[config.mk]
export PLATFORM = sky130hd
export DESIGN_NAME = decimal_entry
export DESIGN_NICKNAME = d
export VERILOG_FILES = /design/src/rtl/decimal_pkg.sv /design/src/rtl/bcd_accum.sv /design/src/rtl/decimal_entry.sv
export SDC_FILE = /design/constraint.sdc
export NUM_CORES = 1
export LEC_CHECK = 0
export CORE_ASPECT_RATIO = 0.7
export CORE_UTILIZATION = 50
export CTS_BUF_LIST = sky130_fd_sc_hd__clkbuf_2
export DETAILED_ROUTE_END_ITERATION = 10
export HOLD_SLACK_MARGIN = 0.02
export PLACE_DENSITY_LB_ADDON = 0.25
export SETUP_SLACK_MARGIN = 0.1
export SLEW_MARGIN = 20
export SYNTH_ARGS = -nofsm -noshare
export SYNTH_HDL_FRONTEND = slang
export SYNTH_SLANG_ARGS = --single-unit
[constraint.sdc]
create_clock -name clk -period 5 [get_ports clk]
set_input_delay 0.75 -clock clk [delete_from_list [all_inputs] [get_ports clk]]
set_output_delay 0.75 -clock clk [all_outputs]
set_load 0.1 [all_outputs]
[src/rtl/decimal_pkg.sv]
// Shared types and constants for the decimal entry path.
package decimal_pkg;

    localparam int unsigned RADIX_C     = 10;
    localparam int unsigned DIGIT_MAX_C = 9;

    typedef logic [3:0] bcd_t;
    typedef logic [7:0] bin_t;

    typedef enum logic [1:0] {
        StIdle,
        StEntry1,
        StEntry2,
        StConvert
    } state_e;

endpackage

[src/rtl/bcd_accum.sv]
// Iterative tens/ones to binary converter: loads ones, then adds RADIX once per tens count.
module bcd_accum
    import decimal_pkg::*;
#(
    parameter int unsigned RADIX = RADIX_C
) (
    input  logic clk,
    input  logic rst_n,
    input  logic start,
    input  bcd_t tens,
    input  bcd_t ones,
    input  logic abort,
    output logic done,
    output bin_t result
);

    logic active_q;
    bin_t acc_q;
    bcd_t cnt_q;

    // Accumulator, remaining tens count and run flag.
    always_ff @(posedge clk or negedge rst_n) begin
        if (!rst_n) begin
            active_q <= 1'b0;
            acc_q    <= '0;
            cnt_q    <= '0;
        end else if (abort) begin
            active_q <= 1'b0;
        end else if (start) begin
            active_q <= 1'b1;
            acc_q    <= {4'b0000, ones};
            cnt_q    <= tens;
        end else if (active_q) begin
            if (cnt_q != '0) begin
                acc_q <= acc_q + bin_t'(RADIX);
                cnt_q <= cnt_q - 4'd1;
            end else begin
                active_q <= 1'b0;
            end
        end
    end

    // Result is ready in the cycle the tens count has run out.
    always_comb begin
        done   = active_q && (cnt_q == '0);
        result = acc_q;
    end

endmodule

[src/rtl/decimal_entry.sv]
// Two-digit BCD keypad entry with sticky error flag and iterative conversion to binary.
module decimal_entry
    import decimal_pkg::*;
#(
    parameter int unsigned RADIX      = RADIX_C,
    parameter int unsigned MAX_DIGITS = 2
) (
    input  logic       clk,
    input  logic       rst_n,
    input  logic [3:0] digit_in,
    input  logic       digit_valid,
    input  logic       commit,
    input  logic       clear,
    output logic [3:0] entry_tens,
    output logic [3:0] entry_ones,
    output logic [7:0] num_out,
    output logic       num_valid,
    output logic       busy,
    output logic       error
);

    state_e      state_q, state_d;
    logic        accept_digit, set_error, clr_all, start, abort, finish;
    logic        done;
    bin_t        result;
    int unsigned held;

    bcd_accum #(
        .RADIX (RADIX)
    ) u_accum (
        .clk    (clk),
        .rst_n  (rst_n),
        .start  (start),
        .tens   (entry_tens),
        .ones   (entry_ones),
        .abort  (abort),
        .done   (done),
        .result (result)
    );

    // State register.
    always_ff @(posedge clk or negedge rst_n) begin
        if (!rst_n) begin
            state_q <= StIdle;
        end else begin
            state_q <= state_d;
        end
    end

    // Next state and datapath controls; clear beats commit beats digit.
    always_comb begin
        state_d      = state_q;
        accept_digit = 1'b0;
        set_error    = 1'b0;
        clr_all      = 1'b0;
        start        = 1'b0;
        abort        = 1'b0;
        finish       = 1'b0;
        held         = (state_q == StEntry1) ? 1 : (state_q == StEntry2) ? 2 : 0;
        if (clear) begin
            clr_all = 1'b1;
            abort   = (state_q == StConvert);
            state_d = StIdle;
        end else begin
            unique case (state_q)
                StIdle, StEntry1, StEntry2: begin
                    if (commit && state_q != StIdle) begin
                        start   = 1'b1;
                        state_d = StConvert;
                    end else if (digit_valid) begin
                        if (digit_in > 4'(DIGIT_MAX_C) || held >= MAX_DIGITS) begin
                            set_error = 1'b1;
                        end else begin
                            accept_digit = 1'b1;
                            state_d      = (state_q == StIdle) ? StEntry1 : StEntry2;
                        end
                    end
                end
                StConvert: begin
                    // Digits and commits are silently ignored while converting.
                    if (done) begin
                        finish  = 1'b1;
                        state_d = StIdle;
                    end
                end
            endcase
        end
    end

    // Registered outputs: entry digits, converted value, strobes and sticky error.
    always_ff @(posedge clk or negedge rst_n) begin
        if (!rst_n) begin
            entry_tens <= '0;
            entry_ones <= '0;
            num_out    <= '0;
            num_valid  <= 1'b0;
            busy       <= 1'b0;
            error      <= 1'b0;
        end else begin
            num_valid <= finish;
            if (start) begin
                busy <= 1'b1;
            end else if (finish || abort) begin
                busy <= 1'b0;
            end
            if (clr_all) begin
                error <= 1'b0;
            end else if (set_error) begin
                error <= 1'b1;
            end
            if (clr_all || finish) begin
                entry_tens <= '0;
                entry_ones <= '0;
            end else if (accept_digit) begin
                entry_tens <= entry_ones;
                entry_ones <= digit_in;
            end
            if (finish) begin
                num_out <= result;
            end
        end
    end

endmodule

==> results of run 1 <==
power by group through the flow:
stage	Combinational (mW)	Sequential, mW	Clock [mW]
2_1_floorplan	0.188	0.415	0
3_3_place_gp	0.282	0.386	0
3_5_place_dp	0.292	0.391	0
4_1_cts	0.294	0.386	0.234
5_1_grt	0.321	0.394	0.245
6_report	0.294	0.387	0.227
flip-flops by register name, summed over array words and instances, names as in the netlist:
name              cells
busy                  1
u_accum.active_q      1
state_q               2
error                 1
u_accum.result        8
entry_tens            4
num_valid             1
num_out               8
u_accum.cnt_q         4
entry_ones            4
through the flow:
stage / setup slack (ps) / hold slack [ps] / area [um^2] / util / power [mW]
after floorplan: 3073 / 454.4 / 1689 / - / 0.6030
after global placement: 2142 / 490.8 / 1996 / 0.6255 / 0.6680
after detailed placement: 2029 / 495.3 / 1996 / 0.6255 / 0.6833
after CTS: 2236 / 540.4 / 2085 / 0.6533 / 0.9142
after global routing: 2188 / 561.7 / 2085 / 0.6533 / 0.9608
final: 2267 / 536.7 / 2085 / 0.6533 / 0.9079
placed cells by master, fill, tap and decap left out, drive strengths merged, types with 2 or more instances in the layout:
cell and instances:
dfrtp 34, clkdlybuf4s50 27, nor2 16, nand2 12
mux2i 10, mux2 10, o21ai 9, inv 8
xnor2 6, ha 6, nand2b 5, nor3 5
clkbuf 5, a21oi 3, xor2 3, nand3 2
o2111ai 2, bufinv 2
routing by layer:
| layer | global-route usage | wire, um |
|---|---|---|
| met4 | 0.08824 | 44 |
| met3 | 0.06024 | 220 |
| met5 | 0 | 0 |
| met2 | 0.2889 | 1399 |
| met1 | 0.3125 | 1710 |
layout make-up:
cell class | count | share of cell area
Clock buffer | 5 | 0.01200
Clock inverter | 3 | 0.03061
Inverter | 8 | 0.01441
Multi-Input combinational cell | 105 | 0.3788
Sequential cell | 34 | 0.4082
Tap cell | 38 | 0.02281
Timing Repair Buffer | 28 | 0.1333
synth_stat cells, types with 2 or more instances:
library cell  number  area [um^2]
a21oi_1            3        15.01
mux2_2             2        22.52
nand3_1            2        10.01
mux2i_1           10        100.1
nor2_1            16        60.06
dfrtp_1           34        850.8
buf_2              2        10.01
o21ai_0            9        45.04
nor3_1             5        25.02
xnor2_1            6        52.55
ha_1               6        75.07
nand2_1           11        41.29
mux2_4             8        120.1
inv_1              8        30.03
o2111ai_1          2        17.52
nand2b_1           5        31.28
xor2_1             3        26.28
worst max-delay path by stage:
stage | slack (ps) | end | cells after the start
after floorplan | 3070 | u_accum.result[0] | 4
after global placement | 2140 | u_accum.result[0] | 4
after detailed placement | 2030 | entry_tens[0] | 5
after CTS | 2240 | entry_ones[0] | 1
after global routing | 2190 | entry_ones[3] | 1
final | 2270 | entry_ones[2] | 1
logic make-up after synthesis:
family | count (synthesis) | synth area share
AO/OA/AOI/OAI | 22 | 0.08519
multiplexers | 20 | 0.1437
AND/OR/NAND/NOR | 48 | 0.1437
buffers and inverters | 12 | 0.03259
XOR/XNOR | 9 | 0.04667
adder cells (fa/ha/maj) | 6 | 0.04444
flip-flops | 34 | 0.5037
==> metrics, run 1 <==
highest-delay cell along the critical path=clkdlybuf4s50_1; Worst Setup Start Kind=flop; area delta synth->final=23.41%; #FFs+latches synth=34; Hold Path Origin=num_out[3]; Setup Total Neg Slack=0 ps; Slew Limit Fails=0; largest net degree at the start of global routing=35; Worst R2R End=entry_tens[1]; WP buf/inv=1; Crit Path Category=reg2out; CP delay by family, top=buffers and inverters; Max Cap Violations=0; Setup Fix Bufs, Post-CTS=0; Post-synth EDFFs=0; Fillers=roughly 260; total power per unit cell area=between 400 and 500 nW/um^2; Final Non-Filler Cells=approximately 220; Sequential Area=~850 um^2; Total Wirelength=3374 um; sequence of cells on the critical path=clkdlybuf4s50_1; CTS tree=built; 1st-iter DRT viols=54; die area=about 3600 um^2; post-route ant nets=0; FF-to-FF Start=state_q[1]; peak supply drop=between 0.0002 and 0.00025 V; worst path arrival time=1980 ps; syn_area_per_cell=11.19 um^2; Sink Count=34; Port Buf Inserts=27; share of cells above drive strength 1=0.1311; CP Capture Type=output pin; Cells after Synth=151; gr usage total=0.2115; PostCTS Resize Cnt=0; IO Pins=28; async set-reset flop share out of synthesis=1.000; Std-Cell Rows=17; DR WL/cell=around 15 um; sequential area share after synthesis=0.5037; Crit path largest cell delay=approximately 1200 ps; Leak Pwr=0.9489 nW; worst-path maximum fanout=4; RSZ-0062 raised after global routing=no; clock network fraction of total power=0.250; htree depth=2; Worst Skew=~10 ps; min-delay worst type=reg2reg; sequential power share=0.426; # diodes=0; clock tree buffer depth=2; Syn Nets=approximately 170; status=finished, final reports clean; Final nets=roughly 200; Cell variety after synth=36; max_slew headroom=0.2961; Setup Viol. Count Final=0; R2R setup slack=~2700 ps; Placeable Area=3191 um^2; number of remaining DRC errors=0; Tmin final=2733 ps; Via density=between 5 and 6; Net Sw Frac=0.3581; Worst Tran Pin Value=between 1000 and 1500 ps; vias in the first global route=1181; hold-fix buffer count after cts=0; Comb pwr share=0.323; die height=~51 um; gpl congestion=~0.8; worst setup path start=entry_ones[2]; Die W=71.47 um; CTS clk-pin slew, worst paths=about 170 ps; Root Buffer=clkbuf_2; final hold vios=0; placed wire-length estimate=~2400 um; Worst EP required=~4300 ps; Switch Pwr=roughly 0.33 mW; total CTS buffers=5; Hold Crit Depth=1; dpl cells=213; router iterations before antenna repair=4; WHS Endpoint=num_out[3]; GRT overflow=0; f_max=between 300 and 400 MHz; P_int=around 0.58 mW; Skew-Pair Late Insertion Delay=roughly 370 ps; vias=1233; multi-input logic area=approximately 800 um^2; initial antenna violation count=0; R2R cell count=5; fin crit share=0.5465; Top FF cell, synth=dfrtp_1; Syn Std Cell Area=1689 um^2; starting density of the core=0.5294; synth warn=0; first-pass GRT wire length=5644 um
No activity file was read; power rests on OpenSTA's default activity.
==> run 2, diff against run 1 <==
--- a/config.mk
+++ b/config.mk
@@ -6,7 +6,7 @@
 export NUM_CORES = 1
 export LEC_CHECK = 0
 export CORE_ASPECT_RATIO = 0.7
-export CORE_UTILIZATION = 50
+export CORE_UTILIZATION = 49
 export CTS_BUF_LIST = sky130_fd_sc_hd__clkbuf_2
 export DETAILED_ROUTE_END_ITERATION = 10
 export HOLD_SLACK_MARGIN = 0.02
==> constraint.sdc (replaced) <==
create_clock -name clk -period 2.4 [get_ports clk]
set_input_delay 0.36 -clock clk [delete_from_list [all_inputs] [get_ports clk]]
set_output_delay 0.36 -clock clk [all_outputs]
set_load 0.1 [all_outputs]
==> run 2 against run 1 <==
Non-clock buffer count increased by 4. Register-to-register slack got worse by 2300 ps. Sequential power increased by 110%. Utilization decreased by 2.3 points. Critical path depth increased by 5. Power increased by 82%. Clock power increased by 3%. Worst hold slack got worse by 160 ps.
==> metrics, run 2 (synthesis gave the netlist of run 1 again) <==
status=finished, final reports clean (unchanged); Util after Layout=0.6299 (was 0.6533); total power=1.654 mW (was 0.9079 mW); CP Capture Type=flop (was output pin); clock network fraction of total power=0.141 (was 0.250); router iterations before antenna repair=4 (unchanged); Die W=72.18 um (was 71.47 um); Switch Pwr=0.6514 mW (was 0.3251 mW); Setup Fix Bufs, Post-CTS=0 (unchanged); vias=1219 (was 1233); largest net degree at the start of global routing=35 (unchanged); DR WL/cell=14.28 um (was 15.27 um); PostCTS Resize Cnt=0 (unchanged); die height=51.13 um (was 50.63 um); sequence of cells on the critical path=inv_1, ha_1, nor3b_4, nand2_2, or3_4, mux2_4 (was clkdlybuf4s50_1); Setup Viol. Count Final=0 (unchanged); final hold vios=0 (unchanged); length of routed wiring on met1=1710 um (unchanged); Placed Area=1989 um^2 (was 1996 um^2); Setup Total Neg Slack=0 ps (unchanged); gpl congestion=0.8305 (was 0.7978); fin crit share=0.8423; gr usage total=0.2071 (was 0.2115); first-pass GRT wire length=5658 um (was 5644 um); die area=3690 um^2 (was 3619 um^2); clock tree buffer depth=2 (unchanged); Leak Pwr=0.9782 nW (was 0.9489 nW); Placeable Area=3212 um^2 (was 3191 um^2); Sink Count=34 (unchanged); Worst Skew=21.58 ps (was 9.798 ps); 1st-iter DRT viols=61 (was 54); worst-path maximum fanout=9 (was 4); # diodes=0 (unchanged); multi-input logic area=794.5 um^2 (was 789.5 um^2); Net Sw Frac=0.3937 (was 0.3581); highest-delay cell along the critical path=or3_4 (was clkdlybuf4s50_1); sequential power share=0.487 (was 0.426); commonest non-fill, non-tap cell in the layout=dfrtp_1 (unchanged); Crit path largest cell delay=440 ps (was 1160 ps); Fillers=259 (was 256); CP delay by family, top=simple AND/OR/NAND/NOR gates (was buffers and inverters); worst path arrival time=2260 ps (was 1980 ps); initial antenna violation count=0 (unchanged); GRT overflow=0 (unchanged); Crit Path Category=reg2reg (was reg2out); Finished Cell Area=2023 um^2 (was 2085 um^2); CTS tree=built (unchanged); placed wire-length estimate=2419 um (was 2440 um); vias in the first global route=1176 (was 1181); worst hold slack=380.7 ps (was 536.7 ps); Max Cap Violations=0 (unchanged); Skew-Pair Late Insertion Delay=350 ps (was 370 ps); Tmin final=around 2000 ps; post-route ant nets=0 (unchanged); Slew Limit Fails=0 (unchanged); Total Wirelength=3313 um (was 3374 um); Std-Cell Rows=17 (unchanged); RSZ-0062 raised after global routing=no (unchanged); starting density of the core=0.5259 (was 0.5294); CTS clk-pin slew, worst paths=170 ps (about the same); wire length on met2=1383 um (was 1399 um); f_max=between 400 and 500 MHz; share of cells above drive strength 1=0.2486 (was 0.1311); Worst EP required=2640 ps (was 4250 ps); Worst Setup Start Kind=flop (unchanged); Worst Tran Pin Value=425.9 ps (was 1053 ps); peak supply drop=0.0004637 V (was 0.0002328 V); number of remaining DRC errors=0 (unchanged); min-delay worst type=in2async (was reg2reg); WL met3=189 um (was 220 um); Via density=5.254 (was 5.579); Top Metal Used=met4 (unchanged); WP buf/inv=1 (unchanged); area delta synth->final=19.78% (was 23.41%); total power per unit cell area=817.7 nW/um^2 (was 435.5 nW/um^2); Comb pwr share=0.373 (was 0.323); Root Buffer=clkbuf_2 (unchanged); P_int=1.003 mW (was 0.5828 mW); Final nets=201 (was 197); total CTS buffers=5 (unchanged); Port Buf Inserts=27 (unchanged); htree depth=2 (unchanged); commonest non-fill, non-tap cells in the layout=dfrtp_1, buf_4, nor2_1 (was dfrtp_1, clkdlybuf4s50_1, nor2_1); hold-fix buffer count after cts=0 (unchanged); IO Pins=28 (unchanged); max_slew headroom=0.7130 (was 0.2961); Sequential Area=850.8 um^2 (unchanged)
[run 2: changes by cell type in the layout (fill, tap and decap cells not counted), sizes merged]
cell / change
bufinv: -2
buf: +23
clkdlybuf4s50: -19
[run 2: worst paths after layout]
check / slack [ps] / cells past startpoint / endpoint / start
worst min-delay path: 380 / 2 / u_accum.result[5] / rst_n
max in group asynchronous: 1700 / 2 / entry_ones[0] / rst_n
worst max register to register: 380 / 6 / num_out[7] / u_accum.cnt_q[0]
worst min register to register: 520 / 1 / num_out[0] / u_accum.result[0]
min in group clk: 520 / 1 / num_out[0] / u_accum.result[0]
worst max-delay path: 380 / 6 / num_out[7] / u_accum.cnt_q[0]
[run 2: stage by stage]
stage,std cells,worst slack (ps)
floorplan,151,521.9
global placement,226,318.4
detailed placement,226,225.5
CTS,232,212.1
global route,232,260.9
finish,232,378.5
[run 2: final cells by class]
type	instances	share of cell area
tap	47	0.02907
clock buffer	5	0.01237
sequential	34	0.4205
clock inverter	1	0.001855
inverter	8	0.01484
timing repair buffer	32	0.1286
multi-input combinational	105	0.3927
[run 2: power groups by stage]
stage	Clock [mW]	Combinational (mW)	Sequential (mW)
2_1_floorplan	0	0.392	0.864
3_3_place_gp	0	0.596	0.805
3_5_place_dp	0	0.616	0.813
4_1_cts	0.242	0.620	0.801
5_1_grt	0.273	0.690	0.820
6_report	0.233	0.616	0.805
[run 2: per-layer routing]
layer	up-vias	GRT usage
met5	-	0
met1	586	0.3000
met2	41	0.3053
met4	0	0.06863
met3	5	0.04931
li1	587	-
==> run 3, diff against run 2 <==
--- a/config.mk
+++ b/config.mk
@@ -6,7 +6,7 @@
 export NUM_CORES = 1
 export LEC_CHECK = 0
 export CORE_ASPECT_RATIO = 0.7
-export CORE_UTILIZATION = 49
+export CORE_UTILIZATION = 50
 export CTS_BUF_LIST = sky130_fd_sc_hd__clkbuf_2
 export DETAILED_ROUTE_END_ITERATION = 10
 export HOLD_SLACK_MARGIN = 0.02
==> constraint.sdc (replaced) <==
create_clock -name clk -period 2 [get_ports clk]
set_input_delay 0.3 -clock clk [delete_from_list [all_inputs] [get_ports clk]]
set_output_delay 0.3 -clock clk [all_outputs]
set_load 0.1 [all_outputs]
==> run 3 against run 2 <==
Sequential share of layout area shrank 2.0 points. Worst hold slack worse by 93 ps. Critical path depth rose by 1. Largest cell class unchanged. Sequential cell count stayed put. Clock-buffer cell count unchanged.
==> metrics, run 3 (synthesis gave the netlist of run 1 again) <==
status=finished, final reports clean (unchanged); min-delay worst type=in2async (unchanged); Crit path largest cell delay=440 ps (about the same); htree depth=2 (unchanged); # diodes=0 (unchanged); Std-Cell Rows=17 (unchanged); Worst Skew=13.46 ps (was 21.58 ps); IO Pins=28 (unchanged); number of remaining DRC errors=0 (unchanged); vias=1299 (was 1219); sequence of cells on the critical path=inv_2, ha_4, nor3b_4, nand2_2, or3_4, buf_6, mux2_4 (was inv_1, ha_1, nor3b_4, nand2_2, or3_4, mux2_4); FF-to-FF Start=u_accum.cnt_q[1] (was u_accum.cnt_q[0]); placed wire-length estimate=2610 um (was 2419 um); RSZ-0062 raised after global routing=yes (was no); post-route ant nets=0 (unchanged); WP buf/inv=2 (was 1); Crit Path Category=reg2reg (unchanged); area delta synth->final=25.93% (was 19.78%); Total Wirelength=3884 um (was 3313 um); share of cells above drive strength 1=0.3299 (was 0.2486); CTS tree=built (unchanged); CP Capture Type=flop (unchanged); gr usage total=0.2332 (was 0.2071); worst path arrival time=2160 ps (was 2260 ps); max_slew headroom=0.6569 (was 0.7130); Tmin final=1885 ps (was 2022 ps); starting density of the core=0.5294 (was 0.5259); Skew-Pair Late Insertion Delay=380 ps (was 350 ps); worst setup path start=u_accum.cnt_q[1] (was u_accum.cnt_q[0]); die area=3619 um^2 (was 3690 um^2); final hold vios=0 (unchanged); total CTS buffers=5 (unchanged); clock tree buffer depth=2 (unchanged); Final nets=212 (was 201); initial antenna violation count=0 (unchanged); router iterations before antenna repair=4 (unchanged); gpl congestion=0.8073 (was 0.8305); highest-delay cell along the critical path=dfrtp_1 (was or3_4); Slew Limit Fails=0 (unchanged); die height=50.63 um (was 51.13 um); Port Buf Inserts=27 (unchanged); Setup Viol. Count Final=0 (unchanged); peak supply drop=0.0004827 V (was 0.0004637 V); Worst R2R End=num_out[0] (was num_out[7]); Worst EP required=2280 ps (was 2640 ps); Setup WS pre-CTS=-45.44 ps (was 225.5 ps); Placeable Area=3191 um^2 (was 3212 um^2); total power per unit cell area=1021 nW/um^2 (was 817.7 nW/um^2); f_max=530.4 MHz (was 494.7 MHz); R2R cell count=7 (was 6); CP delay by family, top=simple AND/OR/NAND/NOR gates (unchanged); Via density=5.528 (was 5.254); Max Cap Violations=0 (unchanged); 1st-iter DRT viols=165 (was 61); commonest non-fill, non-tap cells in the layout=dfrtp_1, buf_4, nor2_1 (unchanged); setup ws final=114.6 ps (was 378.5 ps); Sink Count=34 (unchanged); CTS clk-pin slew, worst paths=170 ps (about the same); Die W=71.47 um (was 72.18 um); R2R setup slack=110 ps (was 380 ps); first-pass GRT wire length=6120 um (was 5658 um); DR WL/cell=16.53 um (was 14.28 um); Worst Setup Start Kind=flop (unchanged); vias in the first global route=1191 (was 1176); Fillers=248 (was 259); Worst Tran Pin Value=509.2 ps (was 425.9 ps); Placed Area=2008 um^2 (was 1989 um^2); worst-path maximum fanout=5 (was 9); largest net degree at the start of global routing=35 (unchanged); Leak Pwr=1.037 nW (was 0.9782 nW); fin crit share=0.9427 (was 0.8423); Finished Cell Area=2127 um^2 (was 2023 um^2); Util after Layout=0.6667 (was 0.6299); GRT overflow=0 (unchanged); Root Buffer=clkbuf_2 (unchanged)
[run 3: where the power goes]
group	leakage [nW]	internal (mW)	total, mW	switching (mW)
combinational	0.559	0.391	0.874	0.482
sequential	0.450	0.817	0.988	0.171
clock	0.0286	0.0757	0.310	0.234
[run 3: worst max-delay path by stage]
stage,to,depth (start not counted)
after floorplan,num_out[0],7
after global placement,entry_ones[0],6
after detailed placement,entry_tens[3],6
after CTS,num_out[5],7
after global routing,num_out[3],7
final,num_out[0],7
[run 3: stage by stage]
step                hold slack, ps  power [mW]  std cells  setup TNS [ps]
finish                       287.3       2.172        235               0
global route                 319.2       2.309        235               0
CTS                          299.9       2.056        228               0
detailed placement           494.9       1.751        221          -297.9
global placement             488.7       1.705        221               0
floorplan                    4.409       1.507        151               0
[run 3: layout make-up]
| type | count | area [um^2] | area share |
|---|---|---|---|
| multi-input combinational | 105 | 812.0 | 0.3818 |
| timing repair buffer | 43 | 350.3 | 0.1647 |
| inverter | 8 | 30.03 | 0.01412 |
| tap | 38 | 47.55 | 0.02235 |
| clock buffer | 5 | 25.02 | 0.01176 |
| sequential | 34 | 852.1 | 0.4006 |
| clock inverter | 2 | 10.01 | 0.004706 |
[run 3: per-layer routing]
layer  track usage  wire length (um)
met1        0.3411              1790
met2        0.3365              1723
met3       0.05422               286
met4       0.08824                82
met5             0                 0
[run 3: what timing repair did]
| action | CTS | global route |
|---|---|---|
| cloned | 0 | 1 |
| endpoints found under the setup margin | 8 | 21 |
| gates resized for setup | 2 | 10 |
| buffers inserted | 0 | 6 |
| pin swaps | 0 | 2 |
| hold buffers | 0 | 0 |
[run 3: worst reg2reg max path: cells and delay by family, from the launching register on]
family                   cells  cell delay [ps]
adder cells (fa/ha/maj)      1              140
buffers and inverters        2              250
multiplexers                 1              290
AND/OR/NAND/NOR              3              650
flip-flops                   1              440
